### src/rtl/gray_codec_pkg.sv
// Shared definitions for the Gray/binary codec pipeline: mode encodings,
// the per-stage payload carried between register stages, and popcount.
package gray_codec_pkg;

    localparam logic MODE_G2B = 1'b0;
    localparam logic MODE_B2G = 1'b1;

    // Payload fields are sized for the widest legal configuration. Narrower
    // instances zero-fill the upper bits, which keeps the prefix-XOR carry
    // into the MSB at 0.
    localparam int unsigned MAX_W     = 32;
    localparam int unsigned MAX_TAG_W = 32;

    typedef struct packed {
        logic [MAX_W-1:0]     data;     // original input word
        logic [MAX_W-1:0]     partial;  // converted bits produced so far
        logic                 mode;
        logic [MAX_TAG_W-1:0] tag;
        logic                 valid;
    } stage_payload_t;

    function automatic logic [5:0] popcount(input logic [MAX_W-1:0] v);
        logic [5:0] n;
        n = '0;
        for (int unsigned i = 0; i < MAX_W; i++) begin
            n = n + {5'd0, v[i]};
        end
        return n;
    endfunction

endpackage

### src/rtl/gray_codec_stage.sv
// One pipeline register stage. In Gray-to-binary mode it resolves the
// prefix-XOR chain for bits HI down to LO, seeded by the already-resolved
// bit HI+1 from the previous stage. The FIRST stage also performs the whole
// binary-to-Gray conversion; later stages pass that result through.
module gray_codec_stage
    import gray_codec_pkg::*;
#(
    parameter int unsigned HI    = 7,
    parameter int unsigned LO    = 0,
    parameter bit          FIRST = 1'b1
) (
    input  logic           clk,
    input  logic           rst,
    input  logic           en,
    input  stage_payload_t pl_i,
    output stage_payload_t pl_o
);

    stage_payload_t  pl_d;
    stage_payload_t  pl_q;
    logic [MAX_W:0]  prefix_ext;
    logic            carry;

    // Slice conversion for this stage's bit range
    always_comb begin
        pl_d       = pl_i;
        prefix_ext = {1'b0, pl_i.partial};
        carry      = 1'(prefix_ext >> (HI + 1));
        if (pl_i.mode == MODE_G2B) begin
            for (int unsigned k = 0; k <= HI - LO; k++) begin
                carry                = carry ^ pl_i.data[HI - k];
                pl_d.partial[HI - k] = carry;
            end
        end else if (FIRST) begin
            pl_d.partial = pl_i.data ^ (pl_i.data >> 1);
        end
    end

    // Stage register: cleared by reset, advances only when the pipe moves
    always_ff @(posedge clk or posedge rst) begin
        if (rst) begin
            pl_q <= '0;
        end else if (en) begin
            pl_q <= pl_d;
        end
    end

    assign pl_o = pl_q;

endmodule

### src/rtl/gray_codec_pipe.sv
// Pipelined Gray<->binary converter with per-word direction and tag,
// valid/ready on both sides and a global stall.
// Optional unit-distance checker on Gray inputs: define GRAY_CHECK_EN.
module gray_codec_pipe
    import gray_codec_pkg::*;
#(
    parameter int unsigned WIDTH  = 8,
    parameter int unsigned STAGES = 2,
    parameter int unsigned TAG_W  = 4
) (
    input  logic             clk,
    input  logic             rst,
    input  logic             in_valid,
    output logic             in_ready,
    input  logic             in_mode,
    input  logic [WIDTH-1:0] in_data,
    input  logic [TAG_W-1:0] in_tag,
    output logic             out_valid,
    input  logic             out_ready,
    output logic [WIDTH-1:0] out_data,
    output logic             out_mode,
    output logic [TAG_W-1:0] out_tag
`ifdef GRAY_CHECK_EN
    ,
    output logic             gray_err
`endif
);

    stage_payload_t pipe_in;
    stage_payload_t pipe_out [1:STAGES];
    logic           unused_payload;

    // Pack the incoming word into a zero-filled payload
    always_comb begin
        pipe_in                   = '0;
        pipe_in.data[WIDTH-1:0]   = in_data;
        pipe_in.mode              = in_mode;
        pipe_in.tag[TAG_W-1:0]    = in_tag;
        pipe_in.valid             = in_valid;
    end

    // Bits are split MSB-first so each stage's carry comes from the stage before
    for (genvar s = 1; s <= STAGES; s++) begin : g_stage
        if (s == 1) begin : g_first
            gray_codec_stage #(
                .HI    (WIDTH - 1 - ((s - 1) * WIDTH) / STAGES),
                .LO    (WIDTH - (s * WIDTH) / STAGES),
                .FIRST (1'b1)
            ) u_stage (
                .clk  (clk),
                .rst  (rst),
                .en   (in_ready),
                .pl_i (pipe_in),
                .pl_o (pipe_out[s])
            );
        end else begin : g_next
            gray_codec_stage #(
                .HI    (WIDTH - 1 - ((s - 1) * WIDTH) / STAGES),
                .LO    (WIDTH - (s * WIDTH) / STAGES),
                .FIRST (1'b0)
            ) u_stage (
                .clk  (clk),
                .rst  (rst),
                .en   (in_ready),
                .pl_i (pipe_out[s-1]),
                .pl_o (pipe_out[s])
            );
        end
    end

    assign out_valid = pipe_out[STAGES].valid;
    assign in_ready  = !out_valid || out_ready;
    assign out_data  = out_valid ? pipe_out[STAGES].partial[WIDTH-1:0] : '0;
    assign out_mode  = pipe_out[STAGES].mode;
    assign out_tag   = pipe_out[STAGES].tag[TAG_W-1:0];

    assign unused_payload = ^{pipe_out[STAGES].data, pipe_out[STAGES].partial,
                              pipe_out[STAGES].tag};

`ifdef GRAY_CHECK_EN
    logic [WIDTH-1:0]  last_d, last_q;
    logic              seen_d, seen_q;
    logic [STAGES-1:0] err_d, err_q;
    logic              hit;

    // Compare each accepted Gray word with the previous one; the flag then
    // rides a shift register in lockstep with the word so it leaves with it
    always_comb begin
        last_d = last_q;
        seen_d = seen_q;
        err_d  = err_q;
        hit    = 1'b0;
        if (in_valid && in_ready && in_mode == MODE_G2B) begin
            hit    = seen_q && (popcount(MAX_W'(in_data ^ last_q)) > 6'd1);
            last_d = in_data;
            seen_d = 1'b1;
        end
        if (in_ready) begin
            err_d[0] = hit;
            for (int unsigned s = 1; s < STAGES; s++) begin
                err_d[s] = err_q[s-1];
            end
        end
    end

    // Checker state registers
    always_ff @(posedge clk or posedge rst) begin
        if (rst) begin
            last_q <= '0;
            seen_q <= 1'b0;
            err_q  <= '0;
        end else begin
            last_q <= last_d;
            seen_q <= seen_d;
            err_q  <= err_d;
        end
    end

    assign gray_err = out_valid && err_q[STAGES-1];
`endif

endmodule
### config.mk
export PLATFORM = sky130hd
export DESIGN_NAME = gray_codec_pipe
export DESIGN_NICKNAME = d
export VERILOG_FILES = /design/src/rtl/gray_codec_pkg.sv /design/src/rtl/gray_codec_stage.sv /design/src/rtl/gray_codec_pipe.sv
export SDC_FILE = /design/constraint.sdc
export NUM_CORES = 1
export LEC_CHECK = 0
export CAP_MARGIN = 25
export CORE_MARGIN = 2
export CORE_UTILIZATION = 44
export CTS_CLUSTER_DIAMETER = 60
export DETAILED_ROUTE_END_ITERATION = 8
export PLACE_DENSITY = 0.77
export SYNTH_ARGS = -nofsm -noshare
export SYNTH_HDL_FRONTEND = slang
export SYNTH_SLANG_ARGS = --single-unit
### constraint.sdc
create_clock -name clk -period 1.45 [get_ports clk]
set_input_delay 0.145 -clock clk [delete_from_list [all_inputs] [get_ports clk]]
set_output_delay 0.145 -clock clk [all_outputs]
set_load 0.02 [all_outputs]
==> metrics.md, run 1 <==
| Metric | Value |
|---|---|
| Via density per instance | 4.632 |
| # H-tree levels | 2 |
| Total gr overflow | 0 |
| Die area | 3777 um2 |
| Global placement routability congestion | 0.7680 |
| Initial core utilization | 0.4681 |
| CTS tree | done |
| Final setup violating endpoints | 0 |
| Largest net degree at the start of global routing | 34 |
| CTS Buf Count | 5 |
| Slew headroom | 0.7410 |
| Commonest cells in the netlist | 65 x nand2_1, 32 x dfrtp_1, 8 x and2_1, 8 x nor2_1, 7 x xnor2_1 |
| Bufs on Longest Clock Path | 2 |
| Worst Skew | 0.003244 ns |
| Async S/R FF share, synth | 1.000 |
| Hold-fix buffers at CTS | 0 |
| WP data arrival | 1.61 ns |
| Die Ht | 61.46 um |
| Worst Hold Slack | 0.1830 ns |
| HPWL Detailed | 1997 um |
| Final min period | 1.385 ns |
| Most frequent cell after synthesis | nand2_1 |
| Row cnt | 20 |
| RSZ-0062 raised after global routing | yes |
| Skew-Pair Late Insertion Delay | 0.33 ns |
| Path type of the worst setup path | flop to flop |
| Routed len/inst | 11.86 um |
| Worst setup margin | 0.06460 ns |
| Worst-path clk slew | 0.09 ns |
| Synth-to-Final Area Change | 24.72% |
| Crit-path max FO | 3 |
| Non-Filler Instances | 234 |
| Worst hold path type | primary input to asynchronous set/reset pin |
| Post-route clock period utilization | 0.9554 |
| Root buffer cell | clkbuf_4 |
| Resized cells post-CTS | 32 |
| Vias post-DR | 1084 |
| Post-synth top flop | dfrtp_1 |
| Share of layout cells above drive strength 1 | 0.1316 |
| DRC violations left | 0 |
| Placed cells | 227 |
| Number of max-cap violations | 0 |
| Core ar. | 3103 um2 |
| Worst setup SP type | flop |
| Post-synth EDFFs | 0 |
| Vias in the first global route | 1110 |
| Yosys warnings | 0 |
| Global-route wire length before repair | 4816 um |
| Yosys cell types | 23 |
| Slew @ Worst Pin | 0.3884 ns |
| Seq/Total Area, Yosys | 0.5512 |
| Placed inst area | 1797 um2 |
| Yosys reg bits | 32 |
| Post-Route WL | 2776 um |
| Initial DRC Count | 35 |
| GRT Total Usage | 0.1821 |
| PortBufs | 31 |
| Share of the synthesized area in the top cell type | 0.5512 |
| Pre-CTS setup slack | -0.1148 ns |
| Power Density | 1299 nW/um2 |
| Mapped cell area | 1453 um2 |
| Pleak | 0.9048 nW |
| Fmax | 721.8 MHz |
| Post-CTS setup buffer count | 0 |
| Synth top area cells | dfrtp_1 55%, nand2_1 17%, xnor2_1 4.2% |
| Syn Inst Count | 158 |
| Initial antenna violation count | 0 |
| Num ports | 32 |
| Worst path required time | 1.67 ns |
| Die Width | 61.46 um |
| Design Power | 2.353 mW |
| Design Area, Final | 1812 um2 |
| Detail Route Antenna Nets | 0 |
| Final Hold Viols | 0 |
| Final Core Density | 0.5839 |
| Cell taking the most area after synthesis | dfrtp_1 |
| Synthesized area per cell | 9.194 um2 |
| Pre-antenna DRT Iters | 4 |
| Max Slew Vio Count | 0 |
| Antenna cells | 0 |
| Final total negative setup slack | 0 ns |
| Fin nets | 207 |
| VDD IR-drop max | 681.9 uV |
| Run status | complete, no violations |
| CP Capture Type | flop |
| Total nets after synthesis | 175 |
| Clock sink count | 32 |
routing by layer:
| metal | vias up | routed length (um) | track usage |
|---|---|---|---|
| li1 | 552 | - | - |
| met1 | 499 | 1237 | 0.2000 |
| met2 | 28 | 1367 | 0.3176 |
| met3 | 5 | 130 | 0.07143 |
| met4 | 0 | 41 | 0.06991 |
| met5 | - | 0 | 0 |
registers in the layout, indices dropped and copies added (netlist names):
name                          flops
g_stage.g_first.u_stage.pl_o     18
g_stage.g_next.u_stage.pl_o      14
logic make-up (layout without fill, tap and decap cells):
| family | after synthesis | in the layout | share of synthesized area |
|---|---|---|---|
| xor+xnor | 12 | 12 | 0.08786 |
| simple gates | 88 | 88 | 0.2601 |
| flops | 32 | 32 | 0.5513 |
| buf+inv | 13 | 45 | 0.04737 |
| mux | 2 | 2 | 0.01378 |
| compound gates | 11 | 11 | 0.03962 |
critical path, cell delays in order (launching register included):
cell and delay (ns):
dfrtp_1 0.40, xnor3_2 0.41, xnor2_2 0.20, nand4b_1 0.11, nor3b_2 0.16
area by class of cell:
cell class,instances,area [um2]
Clock buffer,6,41.29
Inverter,2,7.507
Fill cell,315,1291
Sequential cell,32,800.8
Timing Repair Buffer,36,310.3
Multi-Input combinational cell,113,591.8
Clock inverter,1,5.005
Tap cell,44,55.05
path summary, 6_finish.rpt:
kind | start | end | slack (ns) | cells past startpoint
max | g_stage[1].g_first.u_stage.pl_o[68] | g_stage[2].g_next.u_stage.pl_o[34] | 0.06 | 4
min | rst | g_stage[2].g_next.u_stage.pl_o[41] | 0.18 | 3
max reg2reg | g_stage[1].g_first.u_stage.pl_o[68] | g_stage[2].g_next.u_stage.pl_o[34] | 0.06 | 4
min reg2reg | g_stage[2].g_next.u_stage.pl_o[3] | g_stage[2].g_next.u_stage.pl_o[3] | 0.46 | 2
max in group asynchronous | rst | g_stage[1].g_first.u_stage.pl_o[0] | 0.98 | 3
min in group clk | in_tag[3] | g_stage[1].g_first.u_stage.pl_o[4] | 0.37 | 3
cell usage in the layout (no fill, tap or decap):
master,instances
dlymetal6s2s_1,1
xnor2_2,1
clkinv_2,1
xor2_1,3
nor2_1,8
nor2b_2,1
buf_4,4
a211oi_1,1
xnor3_2,1
nand3b_1,1
mux2i_1,2
clkdlybuf4s50_1,16
clkbuf_1,1
nand2b_1,1
nand2_1,65
a21oi_1,4
clkbuf_4,5
buf_2,8
nand4b_1,1
inv_2,1
dfrtp_1,32
inv_1,1
and2_1,8
buf_8,1
nor2b_1,1
xnor2_1,7
o21ai_0,6
nor4_2,1
nor3b_2,1
dlygate4sd2_1,6
power breakdown:
part | total [mW] | leakage, nW | switching (mW) | internal [mW]
logic | 0.737 | 0.491 | 0.400 | 0.337
registers | 1.16 | 0.385 | 0.103 | 1.06
clock network | 0.452 | 0.0281 | 0.274 | 0.178
total | 2.35 | 0.905 | 0.777 | 1.58
No activity file was read; power rests on OpenSTA's default activity.
==> run 2, diff against run 1 <==
--- a/config.mk
+++ b/config.mk
@@ -6,11 +6,10 @@
 export NUM_CORES = 1
 export LEC_CHECK = 0
 export CAP_MARGIN = 25
-export CORE_MARGIN = 2
-export CORE_UTILIZATION = 44
+export CORE_UTILIZATION = 49
 export CTS_CLUSTER_DIAMETER = 60
 export DETAILED_ROUTE_END_ITERATION = 8
-export PLACE_DENSITY = 0.77
+export PLACE_DENSITY = 0.81
 export SYNTH_ARGS = -nofsm -noshare
 export SYNTH_HDL_FRONTEND = slang
 export SYNTH_SLANG_ARGS = --single-unit
==> constraint.sdc (replaced) <==
create_clock -name clk -period 1.5 [get_ports clk]
set_input_delay 0.15 -clock clk [delete_from_list [all_inputs] [get_ports clk]]
set_output_delay 0.15 -clock clk [all_outputs]
set_load 0.02 [all_outputs]
==> metrics.md, run 2 (synthesis gave the netlist of run 1 again) <==
| Metric | Value |
|---|---|
| Run status | complete, no violations |
| Number of max-cap violations | 0 |
| CP Capture Type | primary output |
| Worst hold path type | primary input to asynchronous set/reset pin |
| Die area | 3186 um2 |
| Slew @ Worst Pin | 0.3984 ns |
| Bufs on Longest Clock Path | 2 |
| Worst reg2reg setup slack | 0.07 ns |
| Vias in the first global route | 1133 |
| GRT Total Usage | 0.2134 |
| Commonest cells after routing, fill and taps aside | 65 x nand2_1, 31 x dfrtp_1, 21 x clkdlybuf4s50_1, 8 x nor2_1, 8 x and2_1 |
| Worst-path clk slew | 0.09 ns |
| Path type of the worst setup path | flop to primary output |
| # H-tree levels | 2 |
| Design Area, Final | 1838 um2 |
| Num ports | 32 |
| Slew headroom | 0.7344 |
| Hold-fix buffers at CTS | 0 |
| Root buffer cell | clkbuf_4 |
| Cell family with most CP delay | buffers and inverters |
| VDD IR-drop max | 921.1 uV |
| Crit-path max FO | 2 |
| Max stage delay on crit path | 0.60 ns |
| Cells along the critical path | clkdlybuf4s50_1 |
| CP endpoint | out_tag[1] |
| Max Slew Vio Count | 0 |
| Initial antenna violation count | 0 |
| Fin nets | 209 |
| RSZ-0062 raised after global routing | no |
| PortBufs | 31 |
| Total gr overflow | 0 |
| Final setup violating endpoints | 0 |
| Antenna cells | 0 |
| Placed cells | 216 |
| Synth-to-Final Area Change | 26.53% |
| Fmax | 691.4 MHz |
| Crit path buffers/inverters | 1 |
| Routed len/inst | 13.07 um |
| Flip-flop and latch area | 802.0 um2 |
| Reg-to-reg critical path startpoint | g_stage[1].g_first.u_stage.pl_o[38] |
| Levels on crit path | 1 |
| DRC violations left | 0 |
| Vias post-DR | 1091 |
| Power Density | 1308 nW/um2 |
| Area of the multi-input gates | 603.1 um2 |
| Final Hold Viols | 0 |
| CTS tree | done |
| Die Ht | 56.45 um |
| Post-Route WL | 2928 um |
| Worst R2R Path Depth | 4 |
| Pre-antenna DRT Iters | 4 |
| Row cnt | 19 |
| Initial DRC Count | 29 |
| Non-Filler Instances | 224 |
| WP data arrival | 1.30 ns |
| Worst setup SP type | flop |
| Global placement routability congestion | 0.7822 |
| CTS Buf Count | 5 |
| Die Width | 56.45 um |
| Critical path origin | g_stage[2].g_next.u_stage.pl_o[2] |
| Final min period | 1.446 ns |
| Share of layout cells above drive strength 1 | 0.1295 |
| Commonest non-fill, non-tap cell in the layout | nand2_1 |
| Critical R2R Capture | g_stage[2].g_next.u_stage.pl_o[34] |
| Clock sink count | 32 |
| Via density per instance | 4.871 |
| Detail Route Antenna Nets | 0 |
| Pleak | 0.8982 nW |
| Worst path slowest cell | clkdlybuf4s50_1 |
| Post-route clock period utilization | 0.9643 |
| Skew-Pair Late Insertion Delay | 0.33 ns |
| Initial core utilization | 0.5223 |
| Fill cell count | 243 |
| Largest net degree at the start of global routing | 33 |
| Placed inst area | 1795 um2 |
| Worst path required time | 1.35 ns |
| Post-CTS setup buffer count | 0 |
| Max reg flops | 18 |
| Global-route wire length before repair | 5154 um |
| Core ar. | 2781 um2 |
| Final Core Density | 0.6608 |
| Worst Skew | 0.003173 ns |
| HPWL Detailed | 1995 um |
-- run 2: cell count changes in the layout (fill, tap and decap cells not counted), moves of 2 or more --
cell / change
buf_2: -5
dlygate4sd2_1: -2
buf_4: +3
clkbuf_2: +3
clkdlybuf4s50_1: +5
-- run 2: through the flow --
stage           TNS (ns)  total power [mW]  setup slack [ns]  hold slack [ns]
3_5_place_dp   -0.005627             1.940         -0.005627           0.4533
6_report               0             2.404           0.05361           0.2066
5_1_grt                0             2.561           0.01123           0.2429
4_1_cts                0             2.423          0.004905           0.2234
3_3_place_gp           0             1.898           0.03199           0.4418
2_1_floorplan          0             1.626           0.08648           0.2624
-- run 2: tightest hold or removal path, stage by stage --
cell             delay, ns
clkdlybuf4s50_1       0.40
inv_1                 0.06
buf_4                 0.35
-- run 2: worst min path at each step --
| stage | endpoint | slack [ns] | cells past startpoint |
|---|---|---|---|
| final | g_stage[2].g_next.u_stage.pl_o[1] | 0.21 | 3 |
| after detailed placement | g_stage[2].g_next.u_stage.pl_o[41] | 0.45 | 2 |
| after floorplan | g_stage[1].g_first.u_stage.pl_o[0] | 0.26 | 2 |
| after global placement | g_stage[2].g_next.u_stage.pl_o[41] | 0.44 | 2 |
| after CTS | g_stage[1].g_first.u_stage.pl_o[1] | 0.22 | 3 |
| after global routing | g_stage[1].g_first.u_stage.pl_o[41] | 0.24 | 3 |
-- run 2: per-layer routing --
metal	global-route usage	routed length (um)
met2	0.3412	1485
met3	0.05069	141
met1	0.2761	1245
met4	0.09408	55
met5	0	0
-- run 2: where the power goes --
| group | switching [mW] | total, mW | internal (mW) |
|---|---|---|---|
| clock network | 0.274 | 0.505 | 0.231 |
| registers | 0.108 | 1.13 | 1.03 |
| logic | 0.400 | 0.764 | 0.364 |
| total | 0.782 | 2.40 | 1.62 |
-- run 2: final cells by class --
class                      instances  area share
clock buffer                       8     0.03199
sequential                        32      0.4364
inverter                           2    0.004084
timing repair buffer              38      0.1784
multi-input combinational        113      0.3281
tap                               31     0.02110
-- run 2: repair_timing --
item / in CTS / in global routing
endpoints found under the hold margin: 0 / 0
gates resized for setup: 20 / 8
endpoints found under the setup margin: 11 / 8
==> run 3, diff against run 2 <==
--- a/config.mk
+++ b/config.mk
@@ -5,7 +5,7 @@
 export SDC_FILE = /design/constraint.sdc
 export NUM_CORES = 1
 export LEC_CHECK = 0
-export CAP_MARGIN = 25
+export CAP_MARGIN = 30
 export CORE_UTILIZATION = 49
 export CTS_CLUSTER_DIAMETER = 60
 export DETAILED_ROUTE_END_ITERATION = 8
==> results of run 3 <==
Same layout as run 2: the final DEF is identical, and so are final timing and power.
